## config.mk

```make
export PLATFORM = sky130hd
export DESIGN_NAME = lieat_ifu_prdt_rspq
export DESIGN_NICKNAME = d
export VERILOG_FILES = /design/src/rtl/lieat_ifu_prdt_rspq_pkg.sv /design/src/rtl/lieat_general_dfflr.sv /design/src/rtl/lieat_ifu_bht.sv /design/src/rtl/lieat_ifu_dec.sv /design/src/rtl/lieat_ifu_prdt_rspq.sv
export SDC_FILE = /design/constraint.sdc
export NUM_CORES = 1
export LEC_CHECK = 0
export CORE_MARGIN = 2
export CORE_UTILIZATION = 53
export CTS_CLUSTER_SIZE = 20
export DETAILED_ROUTE_END_ITERATION = 6
export PLACE_DENSITY_LB_ADDON = 0.3
export SETUP_SLACK_MARGIN = 0.4
export SKIP_CTS_REPAIR_TIMING = 1
export SKIP_LAST_GASP = 1
export SYNTH_ARGS = -nofsm -noshare
export SYNTH_HDL_FRONTEND = slang
export SYNTH_SLANG_ARGS = --single-unit
```

## constraint.sdc

```tcl
create_clock -name clock -period 16.68 [get_ports clock]
set_input_delay 2.502 -clock clock [delete_from_list [all_inputs] [get_ports clock]]
set_output_delay 2.502 -clock clock [all_outputs]
set_load 0.02 [all_outputs]
```

## src/rtl/lieat_ifu_prdt_rspq_pkg.sv

```systemverilog
// Shared IFU definitions: configuration widths, BHT counter encoding,
// opcode constants and the saturating-counter step function.
package lieat_ifu_prdt_rspq_pkg;

    localparam int XLEN_CFG    = 32;
    localparam int REG_IDX     = 5;
    localparam int BPU_IDX_CFG = 6;

    typedef enum logic [1:0] {
        BHT_SNT = 2'b00,
        BHT_WNT = 2'b01,
        BHT_WT  = 2'b10,
        BHT_ST  = 2'b11
    } bht_cnt_e;

    localparam logic [6:0] OPC_JAL      = 7'b1101111;
    localparam logic [6:0] OPC_JALR     = 7'b1100111;
    localparam logic [6:0] OPC_BRANCH   = 7'b1100011;
    localparam logic [6:0] OPC_MISC_MEM = 7'b0001111;

    // One training step of a 2-bit saturating counter.
    function automatic logic [1:0] bht_cnt_next(input logic [1:0] cnt, input logic taken);
        if (taken) begin
            return (cnt == BHT_ST) ? BHT_ST : cnt + 2'd1;
        end
        return (cnt == BHT_SNT) ? BHT_SNT : cnt - 2'd1;
    endfunction

endpackage

```

## src/rtl/lieat_general_dfflr.sv

```systemverilog
// Generic load-enable flop with asynchronous active-high clear.
module lieat_general_dfflr #(
    parameter int DW = 1
) (
    input  logic          clock,
    input  logic          reset,
    input  logic          lden,
    input  logic [DW-1:0] dnxt,
    output logic [DW-1:0] qout
);

    // Hold unless loaded; cleared to zero by reset.
    always_ff @(posedge clock or posedge reset) begin
        if (reset) begin
            qout <= '0;
        end else if (lden) begin
            qout <= dnxt;
        end
    end

endmodule

```

## src/rtl/lieat_ifu_bht.sv

```systemverilog
// Branch history table of 2-bit saturating counters with a read port,
// a training port, and same-cycle write-to-read bypass.
module lieat_ifu_bht
    import lieat_ifu_prdt_rspq_pkg::*;
#(
    parameter int         BPU_IDX  = BPU_IDX_CFG,
    parameter logic [1:0] CNT_INIT = BHT_WNT
) (
    input  logic               clock,
    input  logic               reset,
    input  logic [BPU_IDX-1:0] rd_index,
    output logic [1:0]         rd_cnt,
    input  logic               upd_en,
    input  logic [BPU_IDX-1:0] upd_index,
    input  logic               upd_result
);

    localparam int ENTRIES = 1 << BPU_IDX;

    logic [1:0] cnt_q [ENTRIES];
    logic [1:0] cnt_d [ENTRIES];

    // Next table contents; reading from cnt_d gives the post-update bypass.
    always_comb begin
        cnt_d = cnt_q;
        if (upd_en) begin
            cnt_d[upd_index] = bht_cnt_next(cnt_q[upd_index], upd_result);
        end
        rd_cnt = cnt_d[rd_index];
    end

    // Counter storage, reinitialised to the weak state on reset.
    always_ff @(posedge clock or posedge reset) begin
        if (reset) begin
            for (int i = 0; i < ENTRIES; i++) begin
                cnt_q[i] <= CNT_INIT;
            end
        end else begin
            cnt_q <= cnt_d;
        end
    end

endmodule

```

## src/rtl/lieat_ifu_dec.sv

```systemverilog
// Mini pre-decoder: classifies control-flow instructions and extracts
// the branch/jump immediate and the jalr source register.
module lieat_ifu_dec
    import lieat_ifu_prdt_rspq_pkg::*;
#(
    parameter int XLEN = XLEN_CFG
) (
    input  logic [XLEN-1:0]    inst,
    output logic               dec_rs1en,
    output logic [REG_IDX-1:0] dec_rs1,
    output logic               dec_jal,
    output logic               dec_bxx,
    output logic               dec_nojump,
    output logic               dec_fencei,
    output logic [XLEN-1:0]    dec_immb
);

    logic dec_jalr;

    // Opcode classification and immediate selection.
    always_comb begin
        dec_jal    = (inst[6:0] == OPC_JAL);
        dec_jalr   = (inst[6:0] == OPC_JALR);
        dec_bxx    = (inst[6:0] == OPC_BRANCH);
        dec_fencei = (inst[6:0] == OPC_MISC_MEM) && (inst[14:12] == 3'b001);
        dec_nojump = ~(dec_jal | dec_jalr | dec_bxx);
        dec_rs1en  = dec_jalr;
        dec_rs1    = inst[19:15];
        dec_immb   = '0;
        if (dec_bxx) begin
            dec_immb = {{(XLEN-12){inst[31]}}, inst[7], inst[30:25], inst[11:8], 1'b0};
        end else if (dec_jal) begin
            dec_immb = {{(XLEN-20){inst[31]}}, inst[19:12], inst[20], inst[30:21], 1'b0};
        end else if (dec_jalr) begin
            dec_immb = {{(XLEN-11){inst[31]}}, inst[30:20]};
        end
    end

endmodule

```

## src/rtl/lieat_ifu_prdt_rspq.sv

```systemverilog
// Fetch-response queue: pre-decodes and predicts each response at enqueue
// and presents buffered entries to decode with a valid/ready handshake.
module lieat_ifu_prdt_rspq
    import lieat_ifu_prdt_rspq_pkg::*;
#(
    parameter int         XLEN     = XLEN_CFG,
    parameter int         BPU_IDX  = BPU_IDX_CFG,
    parameter int         DEPTH    = 4,
    parameter logic [1:0] CNT_INIT = 2'b01
) (
    input  logic               clock,
    input  logic               reset,
    input  logic               flush,
    input  logic               rsp_i_valid,
    output logic               rsp_i_ready,
    input  logic [XLEN-1:0]    rsp_i_pc,
    input  logic [XLEN-1:0]    rsp_i_inst,
    input  logic [BPU_IDX-1:0] rsp_i_index,
    output logic               rsp_o_valid,
    input  logic               rsp_o_ready,
    output logic [XLEN-1:0]    rsp_o_pc,
    output logic [XLEN-1:0]    rsp_o_inst,
    output logic [BPU_IDX-1:0] rsp_o_index,
    output logic               rsp_o_rs1en,
    output logic [REG_IDX-1:0] rsp_o_rs1,
    output logic               rsp_o_jal,
    output logic               rsp_o_bxx,
    output logic               rsp_o_nojump,
    output logic               rsp_o_fencei,
    output logic [XLEN-1:0]    rsp_o_immb,
    output logic               rsp_o_prdt_taken,
    input  logic               prdt_en,
    input  logic [BPU_IDX-1:0] prdt_index,
    input  logic               prdt_result
);

    localparam int PW = $clog2(DEPTH);
    localparam int CW = PW + 1;

    typedef struct packed {
        logic [XLEN-1:0]    pc;
        logic [XLEN-1:0]    inst;
        logic [XLEN-1:0]    immb;
        logic [BPU_IDX-1:0] index;
        logic               rs1en;
        logic [REG_IDX-1:0] rs1;
        logic               jal;
        logic               bxx;
        logic               nojump;
        logic               fencei;
        logic               prdt_taken;
    } entry_t;

    logic [PW-1:0] wptr_q, wptr_d, rptr_q, rptr_d;
    logic [CW-1:0] cnt_q, cnt_d;
    logic          push, pop;
    entry_t        mem_q [DEPTH];
    entry_t        mem_d [DEPTH];
    entry_t        new_ent, head;

    logic               dec_rs1en, dec_jal, dec_bxx, dec_nojump, dec_fencei;
    logic [REG_IDX-1:0] dec_rs1;
    logic [XLEN-1:0]    dec_immb;
    logic [1:0]         rd_cnt;

    lieat_ifu_dec #(.XLEN(XLEN)) u_dec (
        .inst       (rsp_i_inst),
        .dec_rs1en  (dec_rs1en),
        .dec_rs1    (dec_rs1),
        .dec_jal    (dec_jal),
        .dec_bxx    (dec_bxx),
        .dec_nojump (dec_nojump),
        .dec_fencei (dec_fencei),
        .dec_immb   (dec_immb)
    );

    lieat_ifu_bht #(.BPU_IDX(BPU_IDX), .CNT_INIT(CNT_INIT)) u_bht (
        .clock      (clock),
        .reset      (reset),
        .rd_index   (rsp_i_index),
        .rd_cnt     (rd_cnt),
        .upd_en     (prdt_en),
        .upd_index  (prdt_index),
        .upd_result (prdt_result)
    );

    // Handshake qualification and pointer/count next-state; flush wins.
    always_comb begin
        rsp_i_ready = (cnt_q != CW'(DEPTH));
        rsp_o_valid = (cnt_q != '0);
        push        = rsp_i_valid & rsp_i_ready & ~flush;
        pop         = rsp_o_valid & rsp_o_ready & ~flush;
        wptr_d      = flush ? '0 : wptr_q + PW'(1);
        rptr_d      = flush ? '0 : rptr_q + PW'(1);
        cnt_d       = flush ? '0 : cnt_q + CW'(push) - CW'(pop);
    end

    lieat_general_dfflr #(.DW(PW)) u_wptr (
        .clock (clock), .reset (reset), .lden (flush | push), .dnxt (wptr_d), .qout (wptr_q)
    );
    lieat_general_dfflr #(.DW(PW)) u_rptr (
        .clock (clock), .reset (reset), .lden (flush | pop), .dnxt (rptr_d), .qout (rptr_q)
    );
    lieat_general_dfflr #(.DW(CW)) u_cnt (
        .clock (clock), .reset (reset), .lden (flush | push | pop), .dnxt (cnt_d), .qout (cnt_q)
    );

    // Assemble the enqueued entry; the prediction is frozen here.
    always_comb begin
        new_ent.pc         = rsp_i_pc;
        new_ent.inst       = rsp_i_inst;
        new_ent.immb       = dec_immb;
        new_ent.index      = rsp_i_index;
        new_ent.rs1en      = dec_rs1en;
        new_ent.rs1        = dec_rs1;
        new_ent.jal        = dec_jal;
        new_ent.bxx        = dec_bxx;
        new_ent.nojump     = dec_nojump;
        new_ent.fencei     = dec_fencei;
        new_ent.prdt_taken = dec_bxx & rd_cnt[1];
        mem_d              = mem_q;
        if (push) begin
            mem_d[wptr_q] = new_ent;
        end
    end

    // Queue storage.
    always_ff @(posedge clock or posedge reset) begin
        if (reset) begin
            mem_q <= '{default: '0};
        end else begin
            mem_q <= mem_d;
        end
    end

    // Head payload, forced to zero while the queue is empty.
    always_comb begin
        head             = rsp_o_valid ? mem_q[rptr_q] : '0;
        rsp_o_pc         = head.pc;
        rsp_o_inst       = head.inst;
        rsp_o_index      = head.index;
        rsp_o_rs1en      = head.rs1en;
        rsp_o_rs1        = head.rs1;
        rsp_o_jal        = head.jal;
        rsp_o_bxx        = head.bxx;
        rsp_o_nojump     = head.nojump;
        rsp_o_fencei     = head.fencei;
        rsp_o_immb       = head.immb;
        rsp_o_prdt_taken = head.prdt_taken;
    end

endmodule

```

==> flow_summary.toml <==
[setup_path]
required_ns = 17.18
crit_fanout = 62
cp_slowest_cell = "maj3_2"
critical_path_arrival_ns = 7.78
timing.rr.start = "u_bht.cnt_q[120]"
r2r-end = "mem_q[226]"
timing.critical_path.buf_inv = 3
cp-start-kind = "input pin"
crit_top_cell = "buf_4"
endpoint_kind = "flip-flop"
crit_type = "in -> reg"
path_delay_family = "compound AO/OA/AOI/OAI gates"
r2r_slack_ns = 11.83
cpPeakStageDelay_ns = 0.68
r2r_cells = 12
critical_path.cell_chain = "clkdlybuf4s50_1 > buf_4 > mux4_1 > a32oi_1 > o2111ai_1 > a211oi_4 > and3_1 > maj3_2 > buf_4 > a31oi_1 > a2111oi_0 > nand3_1 > nand4b_4 > a21oi_1"

[floorplanning]
core.rowCount = 80
core_area_mm2 = 0.0475
initial_core_util_pct = 53.4
ios = 198
die-area_mm2 = 0.0497
die_y_um = 223
die_width_um = 223

[worst_hold_path]
hold_path_class = "reg -> reg"
min_path_cells = 2
min-delay-start = "mem_q[115]"
worstHoldEndpoint = "mem_q[115]"

[power]
combPwrFrac_pct = 34.5
pwr-share-seq_pct = 39.6
peakVddDrop_mv = 0.0918
clockPowerShare_pct = 26.0
p_per_area_mw_per_mm2 = 163
power.leakage_nw = 12.4
p_int_w = 0.00328
switchingPower_w = 0.00153
power_switching_share_pct = 31.8

[yosys]
yosysMostFrequentCell = "dfrtp_1"
yosys_warnings = 0
synthTopCellsByArea = "dfrtp_1 (45%), mux2_2 (14%), mux4_2 (9.3%), dfstp_2 (6.6%), nand2_1 (3.2%)"
synth_fp_nets = 2213
synth_top_cell_by_area = "dfrtp_1"
syn_inst = 2123
synth_area_per_cell_um2 = 12.0
synth-main-ff-cell = "dfrtp_1"
synthTopCellsByCount = "dfrtp_1 (459), mux2_2 (319), nand2_1 (216)"
ys_seq_elements = 523
synth-edff-count = 0
netlist.area_leader.share_pct = 45.2
syn_area_mm2 = 0.0254
async_flop_share_pct = 100
ys_types = 83
synth.yosys.seq_area_share_pct = 51.8

[drt]
ant_nets = 0
vias = 17719
drt_wl_total_um = 67100
drc = 0
viasPerCell = 6.11
drt_iter0_drc = 1604
dr.pass1.iters = 5
post_drt_wl_per_cell_um = 23.1

[sta]
grt_setup_unrepaired = "false"
setup-violations-final = 0
hold_viol = 0
max-slew-margin-rel_pct = 26.5
period_needed_ns = 7.28
finClkSkew_ns = 0.0175
finalCritPeriodShare_pct = 43.7
drv_slew = 0
tightest_slew_ns = 1.10
finalSetupTns_ns = 0
max_freq_mhz = 137

[finish]
nNetsFinal = 2331
nFillCells = 3706
syn2layout_area_growth_pct = 16.2
final_area_mm2 = 0.0295
drive_gt1_share_pct = 27.3
num_antenna_cells = 0

[global_route]
first_global_vias = 18471
grt-ovfl-total = 0
grt_max_degree = 88
antenna_found_initial = 0
grt_pass1_wl_um = 106000
grtUsageTotal_pct = 27.3

[cts]
h-tree-depth = 2
root_buffer = "clkbuf_16"
clkTransAtPathRegs_ns = 0.06
cts_buffers = 55
clockBufferDepth = 3
cts_tree = "built"
clk_latency_ns = 0.63
tritoncts_num_sinks = 523

[placement]
place_congestion = 0.944
dp_hpwl_um = 42700
place_area_mm2 = 0.0277
port_buffers = 197

[run_status]
status = "complete, no violations"

[run]
max-cap-violations = 0
routing by layer:
layer  GRT usage, %  vias to the layer above  share of wire (%)
li1               -                     7884                  -
met1           36.8                     9085                 42
met2           45.3                      606                 49
met3           4.85                      144                5.8
met4           8.92                        0                3.1
met5              0                        -                  0
power groups by stage:
stage / logic (W) / clock network [W] / registers (W)
global route: 0.00178 / 0.00132 / 0.00195
finish: 0.00166 / 0.00125 / 0.00190
global placement: 0.00164 / 0 / 0.00189
detailed placement: 0.00167 / 0 / 0.00192
floorplan: 0.00117 / 0 / 0.00182
CTS: 0.00168 / 0.00127 / 0.00190
cells by family (layout without fill, tap and decap cells):
family | Yosys count | in the layout | synth area share, %
AOI/OAI and AO/OA | 378 | 378 | 9.05
xor gates and xnor gates | 4 | 4 | 0.138
adders and majority gates | 9 | 9 | 0.463
buffers and inverters | 183 | 346 | 3.12
DFF | 523 | 523 | 51.8
muxes | 455 | 455 | 24.7
and+or+nand+nor | 571 | 571 | 10.7
state kept, by name, summed over array words and instances (netlist names):
signal / cells
mem_q: 388
u_bht.cnt_q: 128
u_cnt.qout: 3
u_rptr.qout: 2
u_wptr.qout: 2
worst max path at each step:
stage	cells past startpoint	to	start	slack, ns
after detailed placement	14	mem_q[226]	prdt_index[0]	8.81
after CTS	14	mem_q[226]	prdt_index[0]	9.48
after floorplan	1	mem_q[0]	reset	7.12
after global routing	14	mem_q[226]	prdt_index[0]	9.12
after global placement	14	mem_q[113]	prdt_index[0]	8.88
final	14	mem_q[226]	prdt_index[0]	9.40
per-stage QoR:
step	setup WS (ns)	total power [W]	util (%)	hold slack, ns	cells
finish	9.40	0.00481	62.1	0.475	2901
global route	9.12	0.00506	62.1	0.492	2901
CTS	9.48	0.00485	62.1	0.480	2901
detailed placement	8.81	0.00359	58.2	0.466	2799
global placement	8.88	0.00352	58.2	0.457	2799
floorplan	7.12	0.00299	-	0.445	2123
cell usage in the layout, fill, tap and decap left out, types with 9 or more instances in the layout:
| cell type | netlist | final |
|---|---|---|
| buf_4 | 19 | 28 |
| nand2b_1 | 14 | 14 |
| nand3_1 | 28 | 28 |
| clkbuf_1 | 112 | 18 |
| clkdlybuf4s50_1 | 0 | 194 |
| inv_1 | 19 | 18 |
| mux2i_1 | 30 | 30 |
| a21oi_1 | 89 | 88 |
| o21ai_0 | 162 | 162 |
| nor2_1 | 132 | 132 |
| nand3b_1 | 9 | 9 |
| dfstp_2 | 64 | 64 |
| o22ai_1 | 12 | 12 |
| and2_1 | 100 | 100 |
| nand2_1 | 216 | 212 |
| a211oi_1 | 13 | 13 |
| mux2_2 | 319 | 319 |
| clkbuf_8 | 0 | 17 |
| dfrtp_1 | 459 | 457 |
| mux4_2 | 105 | 105 |
| clkbuf_16 | 0 | 56 |
| a31oi_1 | 14 | 14 |
| nor3_1 | 26 | 26 |
layout make-up:
cell class                      instances  area (um^2)  share of cell area (%)
Tap cell                              615          769                    2.61
Clock inverter                         11          149                   0.504
Multi-Input combinational cell       1417        11500                    38.9
Clock buffer                           91         1700                    5.77
Inverter                               19         75.1                   0.254
Timing Repair Buffer                  225         2170                    7.34
Sequential cell                       523        13200                    44.6
worst reg2reg max path, delay by kind of cell (launching register included):
family	cells	cell delay, ns
muxes	1	0.49
DFF	1	0.38
AOI/OAI and AO/OA	6	1.63
buffers and inverters	1	0.66
and+or+nand+nor	3	0.87
adders and majority gates	1	0.68
Power figures use the tool's default switching activity.
